$ cat src/rtl/butterfly_lsu.sv
`default_nettype none
// ============================================================================
// Module   : butterfly_lsu
// Purpose  : Load/store unit for the ButterFly RV32IM MEM stage. Accepts one
//            byte/half/word request, drives a stable data-memory request
//            until the memory handshakes, stalls the pipeline meanwhile,
//            returns extended load data and reports misaligned or timed-out
//            accesses.
// Ports    : clk_i, rst_n_i           - clock, synchronous active-low reset
//            req_*                    - request from EX/MEM (valid/ready)
//            stall_o                  - high while a bus access is in flight
//            dmem_*                   - data-memory bus (valid/ready)
//            wb_valid_o/rd_o/data_o   - one-cycle load writeback pulse
//            exc_misaligned_o,
//            exc_buserr_o, exc_addr_o - one-cycle exception pulses + address
// Revision : 1.0 - initial release
// ============================================================================
module butterfly_lsu #(
    parameter int ADDR_W         = 32,
    parameter int TIMEOUT_CYCLES = 0,
    parameter int TIMEOUT_W      = 8
) (
    input  logic              clk_i,
    input  logic              rst_n_i,
    input  logic              req_valid_i,
    output logic              req_ready_o,
    input  logic              req_we_i,
    input  logic [ADDR_W-1:0] req_addr_i,
    input  logic [31:0]       req_wdata_i,
    input  logic [1:0]        req_size_i,
    input  logic              req_unsigned_i,
    input  logic [4:0]        req_rd_i,
    output logic              stall_o,
    output logic              dmem_valid_o,
    output logic              dmem_we_o,
    output logic [ADDR_W-1:0] dmem_addr_o,
    output logic [31:0]       dmem_wdata_o,
    output logic [3:0]        dmem_wstrb_o,
    input  logic [31:0]       dmem_rdata_i,
    input  logic              dmem_ready_i,
    output logic              wb_valid_o,
    output logic [4:0]        wb_rd_o,
    output logic [31:0]       wb_data_o,
    output logic              exc_misaligned_o,
    output logic              exc_buserr_o,
    output logic [ADDR_W-1:0] exc_addr_o
);

    localparam logic [0:0] c_ST_IDLE = 1'b0;
    localparam logic [0:0] c_ST_BUS  = 1'b1;

    logic [0:0]        r_state;
    logic [0:0]        w_state_nxt;

    // Captured request
    logic              r_we;
    logic [ADDR_W-1:0] r_addr;
    logic [1:0]        r_size;
    logic              r_unsigned;
    logic [4:0]        r_rd;
    logic [3:0]        r_wstrb;
    logic [31:0]       r_wdata;

    // Registered result / exception pulses
    logic              r_wb_valid;
    logic [4:0]        r_wb_rd;
    logic [31:0]       r_wb_data;
    logic              r_exc_mis;
    logic              r_exc_bus;
    logic [ADDR_W-1:0] r_exc_addr;

    logic              w_misaligned;
    logic              w_accept;
    logic              w_timeout;
    logic [3:0]        w_wstrb;
    logic [31:0]       w_wdata;
    logic [7:0]        w_byte;
    logic [15:0]       w_half;
    logic [31:0]       w_load_data;

    // ------------------------------------------------------------------
    // Request decode
    // ------------------------------------------------------------------
    always_comb begin
        w_misaligned = 1'b0;
        case (req_size_i)
            2'b00:   w_misaligned = 1'b0;
            2'b01:   w_misaligned = req_addr_i[0];
            2'b10:   w_misaligned = (req_addr_i[1:0] != 2'b00);
            default: w_misaligned = 1'b1;
        endcase
    end

    assign w_accept = (r_state == c_ST_IDLE) && req_valid_i && !w_misaligned;

    // Store lanes: data is replicated across the word so the strobes alone
    // select which bytes the memory actually writes.
    always_comb begin
        w_wstrb = 4'b0000;
        w_wdata = req_wdata_i;
        case (req_size_i)
            2'b00: begin
                w_wstrb = 4'b0001 << req_addr_i[1:0];
                w_wdata = {4{req_wdata_i[7:0]}};
            end
            2'b01: begin
                w_wstrb = 4'b0011 << {req_addr_i[1], 1'b0};
                w_wdata = {2{req_wdata_i[15:0]}};
            end
            default: begin
                w_wstrb = 4'b1111;
                w_wdata = req_wdata_i;
            end
        endcase
        if (!req_we_i) begin
            w_wstrb = 4'b0000;
        end
    end

    // Load lane select and extension, using the captured byte offset
    always_comb begin
        w_byte      = 8'h00;
        w_half      = 16'h0000;
        w_load_data = dmem_rdata_i;
        case (r_addr[1:0])
            2'b00:   w_byte = dmem_rdata_i[7:0];
            2'b01:   w_byte = dmem_rdata_i[15:8];
            2'b10:   w_byte = dmem_rdata_i[23:16];
            default: w_byte = dmem_rdata_i[31:24];
        endcase
        w_half = r_addr[1] ? dmem_rdata_i[31:16] : dmem_rdata_i[15:0];
        case (r_size)
            2'b00:   w_load_data = r_unsigned ? {24'h000000, w_byte}
                                              : {{24{w_byte[7]}}, w_byte};
            2'b01:   w_load_data = r_unsigned ? {16'h0000, w_half}
                                              : {{16{w_half[15]}}, w_half};
            default: w_load_data = dmem_rdata_i;
        endcase
    end

    // ------------------------------------------------------------------
    // Bus wait timeout. Fires on the edge that would complete the
    // TIMEOUT_CYCLES-th BUS cycle without ready; a simultaneous ready wins.
    // ------------------------------------------------------------------
    generate
        if (TIMEOUT_CYCLES > 0) begin : g_timeout
            localparam logic [TIMEOUT_W-1:0] c_LAST = TIMEOUT_W'(TIMEOUT_CYCLES - 1);
            logic [TIMEOUT_W-1:0] r_wait_cnt;

            always_ff @(posedge clk_i) begin
                if (!rst_n_i) begin
                    r_wait_cnt <= '0;
                end else if (r_state == c_ST_IDLE) begin
                    r_wait_cnt <= '0;
                end else if (!dmem_ready_i) begin
                    r_wait_cnt <= r_wait_cnt + TIMEOUT_W'(1);
                end
            end

            assign w_timeout = (r_state == c_ST_BUS) && !dmem_ready_i
                               && (r_wait_cnt == c_LAST);
        end else begin : g_no_timeout
            assign w_timeout = 1'b0;
        end
    endgenerate

    // ------------------------------------------------------------------
    // FSM: state register / next state / outputs
    // ------------------------------------------------------------------
    always_ff @(posedge clk_i) begin
        if (!rst_n_i) begin
            r_state <= c_ST_IDLE;
        end else begin
            r_state <= w_state_nxt;
        end
    end

    always_comb begin
        w_state_nxt = r_state;
        case (r_state)
            c_ST_IDLE: if (w_accept)                  w_state_nxt = c_ST_BUS;
            default:   if (dmem_ready_i || w_timeout) w_state_nxt = c_ST_IDLE;
        endcase
    end

    always_comb begin
        req_ready_o  = (r_state == c_ST_IDLE);
        stall_o      = (r_state == c_ST_BUS);
        dmem_valid_o = (r_state == c_ST_BUS);
    end

    // ------------------------------------------------------------------
    // Datapath registers
    // ------------------------------------------------------------------
    always_ff @(posedge clk_i) begin
        if (!rst_n_i) begin
            r_we       <= 1'b0;
            r_addr     <= '0;
            r_size     <= 2'b00;
            r_unsigned <= 1'b0;
            r_rd       <= 5'd0;
            r_wstrb    <= 4'b0000;
            r_wdata    <= 32'h0;
            r_wb_valid <= 1'b0;
            r_wb_rd    <= 5'd0;
            r_wb_data  <= 32'h0;
            r_exc_mis  <= 1'b0;
            r_exc_bus  <= 1'b0;
            r_exc_addr <= '0;
        end else begin
            r_wb_valid <= 1'b0;
            r_exc_mis  <= 1'b0;
            r_exc_bus  <= 1'b0;

            if (r_state == c_ST_IDLE && req_valid_i) begin
                if (w_misaligned) begin
                    r_exc_mis  <= 1'b1;
                    r_exc_addr <= req_addr_i;
                end else begin
                    r_we       <= req_we_i;
                    r_addr     <= req_addr_i;
                    r_size     <= req_size_i;
                    r_unsigned <= req_unsigned_i;
                    r_rd       <= req_rd_i;
                    r_wstrb    <= w_wstrb;
                    r_wdata    <= w_wdata;
                end
            end

            if (r_state == c_ST_BUS) begin
                if (dmem_ready_i) begin
                    if (!r_we) begin
                        r_wb_valid <= 1'b1;
                        r_wb_rd    <= r_rd;
                        r_wb_data  <= w_load_data;
                    end
                end else if (w_timeout) begin
                    r_exc_bus  <= 1'b1;
                    r_exc_addr <= r_addr;
                end
            end
        end
    end

    assign dmem_we_o        = r_we;
    assign dmem_addr_o      = {r_addr[ADDR_W-1:2], 2'b00};
    assign dmem_wdata_o     = r_wdata;
    assign dmem_wstrb_o     = r_wstrb;
    assign wb_valid_o       = r_wb_valid;
    assign wb_rd_o          = r_wb_rd;
    assign wb_data_o        = r_wb_data;
    assign exc_misaligned_o = r_exc_mis;
    assign exc_buserr_o     = r_exc_bus;
    assign exc_addr_o       = r_exc_addr;

endmodule
`default_nettype wire
$ cat config.mk
export PLATFORM = sky130hd
export DESIGN_NAME = butterfly_lsu
export DESIGN_NICKNAME = d
export VERILOG_FILES = /design/src/rtl/butterfly_lsu.sv
export SDC_FILE = /design/constraint.sdc
export NUM_CORES = 1
export LEC_CHECK = 0
export CORE_MARGIN = 10
export CORE_UTILIZATION = 45
export CTS_BUF_LIST = sky130_fd_sc_hd__clkbuf_16
export CTS_CLUSTER_SIZE = 30
export DETAILED_ROUTE_END_ITERATION = 16
export MAX_ROUTING_LAYER = met4
export PLACE_DENSITY = 0.85
export SYNTH_ARGS = -nofsm -noshare
export SYNTH_HDL_FRONTEND = slang
export SYNTH_SLANG_ARGS = --single-unit
$ cat constraint.sdc
create_clock -name clk_i -period 4 [get_ports clk_i]
set_input_delay 0.4 -clock clk_i [delete_from_list [all_inputs] [get_ports clk_i]]
set_output_delay 0.4 -clock clk_i [all_outputs]
set_load 0.01 [all_outputs]
# Word level (Yosys, flattened, before mapping)
# Cells that the tools add are included.
# W data, S select, Z words.
[word_totals] register_bits=149 input_bits=109 output_inout_bits=144 word_cells=49
[op_classes] n_eq_ne=5 shifts=2 n_mux=14 n_bitwise=3 n_reduce_logical=12
[op_table] cell="$pmux W32 S2" n=2
[op_table] cell="$mux W32" n=2
[op_table] cell="$pmux W8 S3" n=1
[op_table] cell="$mux W16" n=1
[op_table] cell="$pmux W4 S2" n=1
[op_table] cell="$eq A2 B1 Y1 const B" n=3
[op_table] cell="$logic_not A2 Y1" n=3
[op_table] cell="$reduce_and A2 Y1" n=3
[op_table] cell="$reduce_and A3 Y1" n=2
[op_table] cell="$mux W1" n=5
[op_table] cell="$eq A2 B2 Y1 const B" n=2
[op_table] cell="$mux W4" n=1
[op_table] cell="$shl A1 B2 Y4 const A" n=1
[op_table] cell="$shl A2 B2 Y4 const A" n=1
[op_table] cell="$not A1 Y1" n=3
[op_table] cell="$pmux W1 S3" n=1
[op_table] cell="$logic_and A1 B1 Y1" n=2
[op_table] cell="$reduce_bool A2 Y1" n=1
[op_table] cell="$logic_not A1 Y1" n=1

# Depth between registers and ports, before layout
[depth] word_depth=6 ltp_mapped=7 mapped_depth_nobuf=4

# Least setup slack after synthesis
# No wires, ideal clock.
[synth_timing] path_type="in2reg" from="in req_size_i[0]" to="reg r_we, in the netlist dmem_we_o" setup_time_ns=0.128 arrival_time_ns=1.577 required_ns=3.872 path_slack_ns=2.295 cell_stages=7 path_buffers=3 cell_sequence="clkbuf_2 or3_4 a21o_1 buf_6 buf_2 nand3_1 o21ai_1"
[synth_between] elab_chain_cells=4 elab_cells_between_ends=6 classes_between="2 x eq/ne; 1 x mux; 1 x bitwise; 2 x reduce/logical"
[synth_lines] element="from (decl)" line_no="30" text="input logic [1:0] req_size_i,"
[synth_lines] element="$eq A2 B2 Y1 (tied with other cells)" line_no="86" text="case (req_size_i)"
[synth_lines] element="$pmux W1 S3 *" line_no="86"
[synth_lines] element="$not A1 Y1 (no line) *"
[synth_lines] element="$reduce_and A2 Y1 (no line) *"
[synth_lines] element="to (signal assigned)" line_no="220" text="r_we <= req_we_i;"
[synth_lines] element="to (decl)" line_no="56" text="logic r_we;"
# Every way passes the cells marked *; elsewhere a longest branch is shown, timed or not.
# A chain may end at the register's enable or synchronous reset.

# Worst setup path after layout
[layout_timing] from="reg r_size[1]" to="reg r_wb_data[0], in the netlist wb_data_o[0]"
[layout_between] elab_chain_cells=2 elab_cells_between_ends=3 classes_between="1 x eq/ne; 1 x mux; 1 x reduce/logical"
[layout_lines] element="from (decl)" line_no="58" text="logic [1:0] r_size;"
[layout_lines] element="from (signal assigned)" line_no="222" text="r_size <= req_size_i;"
[layout_lines] element="$eq A2 B1 Y1 / $logic_not A2 Y1 (equally long branches)" line_no="132" text="case (r_size)"
[layout_lines] element="$pmux W32 S2 *" line_no="132"
[layout_lines] element="to (signal assigned)" line_no="235" text="r_wb_data <= w_load_data;"
[layout_lines] element="to (decl)" line_no="67" text="logic [31:0] r_wb_data;"
# Marked as above.

==> parameters.txt <==
Parameter                              Value

Flow run
  Max-cap violations    0

Die
  Die boundary width    139 um
  Placement Rows    43
  Core area    13900 um2
  Die Footprint    19400 um2
  Die height    around 140 um
  Number of primary I/O pins    253
  Initial Utilization    46.0%

STA
  Setup repair after global routing missed its margin    false
  Maximum achievable frequency    422 MHz
  Min Tclk post-route    around 2.4 ns
  Worst-case headroom to the max-slew limit    a little over a quarter
  Final max-slew violation count    0
  Total Neg Setup Slack    0 ns
  Skew final    about 0.009 ns
  Number of hold violations in the final report    0
  Number of setup violations in the final report    0
  Fin Hold WS    0.453 ns
  Final worst-path cycle share    59.3%
  Transition time at the pin with the least slew margin    1.10 ns

Power
  Sw frac    25.3%
  VDD IR-drop max    300 uV
  Portion of total power attributed to combinational logic    roughly 15%
  Final Power    3.90 mW
  Power per Cell Area    423 nW/um2
  Leakage power figure    about 3.3 nW
  Sequential group share of total power    between 40 and 50%
  Cell-internal power    2.91 mW
  Proportion of power drawn by the clock network    43.5%
  Total net switching power    0.985 mW

Detailed routing
  Vias after detailed routing    about 6200
  Routed via count divided by cell count    5.39
  Overall routed net length    20.9 mm
  Post-DR wirelength/cell    18.1 um
  DR iter-0 viols    418
  Router iterations before antenna repair    6
  Remaining number of nets flagged by the antenna check after routing    0
  Remaining routing DRC violations    0

CTS
  Latest clock arrival within the worst-skew pair    approximately 0.42 ns
  Clock sinks    between 100 and 150
  Number of buffers inserted for hold repair after clock tree synthesis    0
  H-Tree Depth    4
  CTS tree    built
  CTS buffer count    17
  CTS root buf    sky130_fd_sc_hd__clkbuf_16
  CTS-repair resized insts    0
  Max Buffers Root-to-Sink    2
  Setup fix buffers added after clock tree synthesis    0
  Register clock-pin slew on the reported worst setup and hold paths    0.06 ns

Logic synthesis
  Synth warn    0
  Largest cells by area after synthesis    sky130_fd_sc_hd__dfxtp_1, sky130_fd_sc_hd__nand2_1, sky130_fd_sc_hd__o21ai_0
  Synthesized area per cell    8.17 um2
  Post-synth top area share    46.7%
  Number of different library cells in the post-synthesis netlist    41
  Dominant combinational cell family by area after synthesis    compound AO/OA/AOI/OAI gates
  FFs w/ async S/R, synth    0%
  Cell type with the highest aggregate area in the netlist    sky130_fd_sc_hd__dfxtp_1
  Number of enable-type register cells in the synthesized netlist    0
  Post-Syn Area    6390 um2
  Instance count of the mapped netlist    782
  Compound-cell area share of the yosys netlist    around a fifth
  Share of the synthesized netlist area taken by xor and xnor gates    0%
  Post-synthesis adder-cell area fraction    0%
  Dominant cell by count in the synthesized netlist    sky130_fd_sc_hd__nand2_1
  Portion of netlist area occupied by mux cells    4.11%
  Flip-flop and latch count after synthesis    149
  Sequential-to-total area share from yosys stat    46.7%
  Most used flip-flop cell after synthesis    sky130_fd_sc_hd__dfxtp_1
  Most frequent cells after synthesis    sky130_fd_sc_hd__nand2_1, sky130_fd_sc_hd__dfxtp_1, sky130_fd_sc_hd__o21ai_0
  Post-synthesis share of cell area spent on and, or, nand and nor gates    a little under a fifth

Placement
  Number of input and output port buffers inserted    249
  Last weighted congestion value of the routability-driven placer    0.872
  HPWL after detailed placement    14.9 mm
  Cells after DPL    1122

Critical path
  Worst-case reg-to-reg path depth    4
  Endpoint required time on the critical path    4.31 ns
  Start of the worst register-to-register path    r_size[1]
  Critical-path cell list    inv_1, o21ai_0, a21oi_1, o31a_1
  Endpoint of the worst register-to-register path    wb_data_o[0]
  Kind of capture point of the worst setup path    flip-flop
  Kind of critical path    reg2reg
  Startpoint class of the critical path    flip-flop
  Launch point of the worst path    r_size[1]
  WP data arrival    around 2.7 ns
  Flop2flop setup slack    1.63 ns
  Cell type of the slowest stage on the worst timing path    sky130_fd_sc_hd__dfxtp_1
  Max incr delay on CP    1.01 ns
  Crit path capture    wb_data_o[0]
  Largest fanout on the critical path    29

Global routing
  First-pass GRT wire length    32.2 mm
  Sum of overflow across all layers after global routing    0
  All-layer global routing usage    21.1%
  Largest net degree at the start of global routing    95
  Vias in the first global route    5942
  Number of antenna violations at the first check in global routing    1

Hold path
  Path category of the worst min-delay check    reg2reg

Outcome
  Run status    finished, final reports clean

Finish
  Net count of the finished layout    1070
  Final instance count without filler cells    1155
  Layout Area Growth over Synthesis    44.4%
  Share of cells above drive strength 1    6.47%
-- stage by stage --
step | setup slack (ns) | utilization [%] | cell area [um2]
after global placement | 1.26 | 61.9 | 8600
after floorplan | 2.30 | - | 6400
final | 1.63 | 66.5 | 9230
after global routing | 1.34 | 66.5 | 9230
after detailed placement | 1.20 | 61.9 | 8600
after CTS | 1.62 | 66.5 | 9230
-- layout make-up --
cell class / count / area, um2
fill: 1134 / 4650
sequential: 149 / 2980
multi-input combinational: 530 / 2810
timing repair buffer: 258 / 2560
clock buffer: 17 / 425
tap: 180 / 225
clock inverter: 15 / 204
inverter: 5 / 18.8
antenna: 1 / 2.50
-- critical path: cells and delay by family, from the launching register on --
family / cells / cell delay [ns]
AOI/OAI and AO/OA: 3 / 0.77
buffers and inverters: 1 / 0.47
DFF: 1 / 1.01
-- sequential cells by signal, summed over array words and instances (netlist names), 2 cells and up --
register and flops:
dmem_wdata_o 32, dmem_wstrb_o 4, exc_addr_o 32, r_addr 32, r_rd 5, r_size 2
wb_data_o 32, wb_rd_o 5
-- per-layer routing --
layer,part of all wire (%),GRT usage [%],vias to the layer above
met3,10,9.25,37
met4,2.6,7.52,0
met2,47,33.1,286
met1,40,23.4,2863
met5,0,-,-
li1,-,-,3034
-- logic make-up after synthesis --
kind of cell | count (synthesis)
AO/OA/AOI/OAI | 229
buffers and inverters | 105
flip-flops | 149
multiplexers | 25
other | 1
AND/OR/NAND/NOR | 273
-- placed cells by master (no fill, tap or decap), types with 3 or more instances in the layout --
cell and n:
sky130_fd_sc_hd__nor3_1 8, sky130_fd_sc_hd__bufinv_16 4, sky130_fd_sc_hd__nor2b_1 4, sky130_fd_sc_hd__clkdlybuf4s50_1 248, sky130_fd_sc_hd__mux2_2 7, sky130_fd_sc_hd__conb_1 3
sky130_fd_sc_hd__inv_1 4, sky130_fd_sc_hd__a21oi_1 64, sky130_fd_sc_hd__buf_4 10, sky130_fd_sc_hd__a211oi_1 8, sky130_fd_sc_hd__nand3_1 67, sky130_fd_sc_hd__a221oi_1 8
sky130_fd_sc_hd__a31oi_1 7, sky130_fd_sc_hd__o21ai_0 87, sky130_fd_sc_hd__o31a_1 5, sky130_fd_sc_hd__a311oi_2 7, sky130_fd_sc_hd__mux2i_1 17, sky130_fd_sc_hd__clkinv_4 4
sky130_fd_sc_hd__dfxtp_1 149, sky130_fd_sc_hd__o21ai_1 30, sky130_fd_sc_hd__nor2_1 30, sky130_fd_sc_hd__nand2_1 150, sky130_fd_sc_hd__nand2b_1 5, sky130_fd_sc_hd__clkbuf_16 17
-- how the worst min path moves through the flow --
stage,to,from,slack (ns),cells after the start
after floorplan,wb_rd_o[0],r_rd[0],0.43,2
final,dmem_wstrb_o[1],dmem_wstrb_o[1],0.45,2
after CTS,dmem_wstrb_o[1],dmem_wstrb_o[1],0.46,2
after detailed placement,dmem_wstrb_o[1],dmem_wstrb_o[1],0.45,2
after global placement,wb_rd_o[4],r_rd[4],0.44,2
after global routing,dmem_wdata_o[7],dmem_wdata_o[7],0.47,2
-- power groups by stage --
| stage | Clock (mW) | Combinational (mW) | Sequential [mW] |
|---|---|---|---|
| floorplan | 0 | 0.274 | 1.66 |
| global placement | 0 | 0.585 | 1.64 |
| detailed placement | 0 | 0.591 | 1.64 |
| CTS | 1.73 | 0.595 | 1.61 |
| global route | 1.79 | 0.642 | 1.62 |
| finish | 1.70 | 0.592 | 1.61 |
No activity file was read; power rests on OpenSTA's default activity.
